--- config.mk ---
export PLATFORM = sky130hd
export DESIGN_NAME = pc_npc_unit
export DESIGN_NICKNAME = d
export VERILOG_FILES = /design/src/rtl/pc_npc_unit.sv
export SDC_FILE = /design/constraint.sdc
export NUM_CORES = 1
export LEC_CHECK = 0
export ABC_AREA = 1
export CAP_MARGIN = 0
export CORE_MARGIN = 10
export CORE_UTILIZATION = 30
export CTS_BUF_LIST = sky130_fd_sc_hd__clkbuf_8
export CTS_CLUSTER_DIAMETER = 100
export DETAILED_ROUTE_END_ITERATION = 7
export GPL_ROUTABILITY_DRIVEN = 0
export SYNTH_ARGS = -nofsm -noshare
export SYNTH_HDL_FRONTEND = slang
export SYNTH_SLANG_ARGS = --single-unit
--- constraint.sdc ---
create_clock -name clk -period 2.9 [get_ports clk]
set_clock_uncertainty 0.2 [all_clocks]
set_input_delay 0.725 -clock clk [delete_from_list [all_inputs] [get_ports clk]]
set_output_delay 0.725 -clock clk [all_outputs]
set_load 0.02 [all_outputs]
--- src/rtl/pc_npc_unit.sv ---
// SPARC V8 PC/nPC stage: delayed transfer, annul, trap entry.
// Optional retired-instruction counter: define PCU_RETIRE_CNT_EN.
module pc_npc_unit #(
  parameter logic [31:0] RESET_PC = 32'h0000_0000
) (
  input  logic        clk,
  input  logic        rst_n,
  input  logic        advance,
  input  logic        xfer,
  input  logic [31:0] target,
  input  logic        annul,
  input  logic        trap,
  input  logic [31:0] trap_vec,
  output logic [31:0] pc,
  output logic [31:0] npc,
  output logic [1:0]  npc_sel,
  output logic        slot_valid,
  output logic        trap_ack,
  output logic        error_mode,
  output logic [31:0] retire_cnt
);

  typedef enum logic [1:0] {
    S_RESET,
    S_RUN,
    S_TRAP,
    S_ERROR
  } state_t;

  state_t state;

  logic [31:0] tgt_a;
  logic [31:0] tv_a;
  logic [31:0] npc_inc;
  logic        run_adv;

  assign tgt_a   = {target[31:2], 2'b00};
  assign tv_a    = {trap_vec[31:2], 2'b00};
  assign npc_inc = npc + 32'd4;
  assign run_adv = (state == S_RUN) && advance;

  // Annulled slots bypass trap/xfer decode entirely.
  always_comb begin
    npc_sel = 2'b11;
    if (run_adv) begin
      unique case (1'b1)
        !slot_valid:                 npc_sel = 2'b00;
        slot_valid && trap:          npc_sel = 2'b10;
        slot_valid && !trap && xfer: npc_sel = 2'b01;
        default:                     npc_sel = 2'b00;
      endcase
    end
  end

  always_ff @(posedge clk or negedge rst_n) begin
    if (!rst_n) begin
      state      <= S_RESET;
      pc         <= RESET_PC;
      npc        <= RESET_PC + 32'd4;
      slot_valid <= 1'b0;
      trap_ack   <= 1'b0;
      error_mode <= 1'b0;
    end else begin
      trap_ack <= 1'b0;
      unique case (state)
        S_RESET: begin
          state      <= S_RUN;
          slot_valid <= 1'b1;
        end
        S_RUN: begin
          unique case (npc_sel)
            2'b00: begin
              pc         <= npc;
              npc        <= npc_inc;
              slot_valid <= ~(slot_valid & annul);
            end
            2'b01: begin
              pc         <= npc;
              npc        <= tgt_a;
              slot_valid <= ~annul;
            end
            2'b10: begin
              pc         <= tv_a;
              npc        <= tv_a + 32'd4;
              slot_valid <= 1'b1;
              trap_ack   <= 1'b1;
              state      <= S_TRAP;
            end
            default: ;
          endcase
        end
        S_TRAP: begin
          if (trap) begin
            state      <= S_ERROR;
            error_mode <= 1'b1;
          end else begin
            state <= S_RUN;
          end
        end
        S_ERROR: ;
        default: state <= S_ERROR;
      endcase
    end
  end

`ifdef PCU_RETIRE_CNT_EN
  logic [31:0] cnt_q;

  always_ff @(posedge clk or negedge rst_n) begin
    if (!rst_n) begin
      cnt_q <= '0;
    end else if (run_adv && slot_valid) begin
      cnt_q <= cnt_q + 32'd1;
    end
  end

  assign retire_cnt = cnt_q;
`else
  assign retire_cnt = '0;
`endif

endmodule

==> results.sh <==
export IMPL_status="finished, final reports clean"
export IMPL_wl_met3_um=1280
export IMPL_area_growth_pct=48.2
export IMPL_fp_coreArea_sq_mm=0.0164
export IMPL_slew_violations=0
export IMPL_period_needed_ns=2.77
export IMPL_clk_latency_ns=0.36
export IMPL_timing_final_ws_setup_ns=0.126
export IMPL_wl_per_cell_um=14.2
export IMPL_final_util_pct=44.9
export IMPL_grt_antenna_before_repair=0
export IMPL_drt_met1_wl_um=7660
export IMPL_critical_path_class="input port to register"
export IMPL_setup_viol=0
export IMPL_synth_edff_count=0
export IMPL_grt_pass1_wl_um=27000
export IMPL_vdd_ir_drop_worst_v=0.000346
export IMPL_critPathCaptureType="register"
export IMPL_grt_usage_pct=15.3
export IMPL_grt_max_degree=33
export IMPL_power_w=0.00799
export IMPL_hold_viol_final=0
export IMPL_clock_root_buffer="clkbuf_8"
export IMPL_syn_area_per_cell_sq_um=6.55
export IMPL_startpoint_type="input port"
export IMPL_drv_cap=0
export IMPL_multi_input_area_sq_mm=0.00280
export IMPL_top_layer="met4"
export IMPL_numCtsBuffers=9
export IMPL_syn_instance_count=760
export IMPL_required_ns=2.99
export IMPL_synth_seq_cells=66
export IMPL_yosysTopAreaCell="dfrtp_1"
export IMPL_min_path_type="input port to async pin"
export IMPL_synth_ff_type="dfrtp_1"
export IMPL_crit_arrival_ns=2.86
export IMPL_dieArea_sq_mm=0.0221
export IMPL_synth_area_leaders="dfrtp_1 33%, nand2_1 21%, inv_1 6.4%, buf_4 5.4%, nor2_1 5.1%"
export IMPL_max_freq_mhz=360
export IMPL_cts_tree="built"
export IMPL_die_h_um=149
export IMPL_period_share_pct=95.7
export IMPL_die_w_um=149
export IMPL_cp_startpoint="advance"
export IMPL_dr_pass1_iters=5
export IMPL_drt_total_wl_um=16800
export IMPL_placementRows=47
export IMPL_path_max_fanout=6
export IMPL_drt_iter0_markers=287
export IMPL_synth_top_area_share_pct=32.7
export IMPL_grt_pass1_vias=5167
export IMPL_dp_cells=1165
export IMPL_place_area_sq_mm=0.00706
export IMPL_wl_met2_um=7680
export IMPL_power_density_mw_per_mm2=1080
export IMPL_mostFrequentLayoutCell="nand2_1"
export IMPL_dp_worst_setup_slack_ns=-0.720
export IMPL_async_flop_share_pct=100
export IMPL_final_cell_mix="281 x nand2_1, 126 x clkdlybuf4s50_1, 83 x inv_1, 76 x buf_4, 65 x dfrtp_1"
export IMPL_htreeDepth=3
export IMPL_yosysSeqAreaShare_pct=33.2
export IMPL_drive_above_1_share_pct=20.5
export IMPL_boundaryPins=171
export IMPL_stdcell_area_sq_mm=0.00737
export IMPL_r2r_start="state[1]"
export IMPL_stdcell_count=1187
export IMPL_drc_errors=0
export IMPL_n_antenna_cell=0
export IMPL_syn_cell_area_sq_mm=0.00498
export IMPL_io_buffers=132
export IMPL_vias_per_cell=4.32
export IMPL_fillers=1702
export IMPL_clk_pin_slew_worst_paths_ns=0.07
export IMPL_p_leak_nw=3.70
export IMPL_hpwl_um=13800
export IMPL_cts_sinks=66
export IMPL_seq_area_sq_mm=0.00165
export IMPL_vias=5125
export IMPL_initial_core_util_pct=30.3
export IMPL_finalNetCount=1041
export IMPL_clk_path_buf_depth=2
export IMPL_yosys_warnings=0
export IMPL_hold_buffers=0
export IMPL_synthDistinctLibCells=37
export IMPL_ant_nets=0
export IMPL_grt_overflow=0
power breakdown:
part | switching (W) | internal [W]
registers | 0.000340 | 0.00138
logic | 0.00309 | 0.00238
clock network | 0.000368 | 0.000434
total | 0.00380 | 0.00419
Yosys cell counts (9+ instances only):
cell type / number
nand3_1: 26
nor2_2: 13
dfrtp_1: 65
a21oi_1: 22
a31oi_1: 9
clkbuf_1: 16
buf_4: 36
o21ai_0: 36
nor2_1: 68
nand2_1: 284
inv_1: 85
ha_1: 9
nand2_2: 38
nor2_4: 9
timing repair:
item	in CTS	in global routing
cloned	1	0
buffers inserted	3	2
resized for setup	16	12
pin swaps	6	2
setup endpoints to repair	30	23
layout make-up:
type	instances	area share, %
repair inverters	1	0.0848
inverters	91	4.87
clock inverters	5	0.628
clock buffers	11	2.05
multi-input cells	574	37.9
flip-flops and latches	66	22.4
repair buffers	219	28.3
well taps	220	3.73
flip-flops by register name, indices dropped and copies added (netlist names):
register	count
pc	31
state	2
trap_ack	1
slot_valid	1
npc	30
error_mode	1
per-layer routing:
layer  global-route usage (%)  vias up
li1                         -     2666
met1                     19.4     2312
met2                     24.6      133
met3                     5.37       14
met4                     3.53        0
met5                        0        -
worst max-delay path: stages:
cell           delay [ns]
dlygate4sd2_1        0.28
and3_4               0.20
inv_2                0.07
ha_4                 0.22
buf_4                0.14
nand2_1              0.05
o21ai_2              0.09
ha_4                 0.17
inv_4                0.04
nor2_4               0.16
nand2_4              0.10
nor2_4               0.18
buf_12               0.13
nand3_1              0.06
nand2_1              0.07
nand2_1              0.06
a21oi_1              0.12
final timing paths:
kind	endpoint	slack, ns	cells past startpoint
worst max-delay path	npc[26]	0.13	17
worst min-delay path	npc[18]	0.08	1
worst max register to register	npc[26]	0.16	18
worst min register to register	error_mode	0.27	1
max in group asynchronous	npc[2]	1.85	2
min in group clk	error_mode	0.27	1
cell families (layout without fill, tap and decap cells):
group,Yosys count,after routing,share of synthesized area [%]
AND/OR/NAND/NOR,448,448,39.0
buffers and inverters,153,327,15.8
AO/OA/AOI/OAI,77,77,8.55
flip-flops,66,66,33.2
adder cells (fa/ha/maj),9,9,2.26
XOR/XNOR,6,6,1.06
other,1,34,0.0754
through the flow:
stage	setup TNS [ns]	hold WS, ns
2_1_floorplan	-1.66	0.229
3_3_place_gp	-19.09	0.258
3_5_place_dp	-21.25	0.257
4_1_cts	0	0.0729
5_1_grt	-0.0453	0.0759
6_report	0	0.0753
Note: power is estimated with default switching activity, not from simulation.
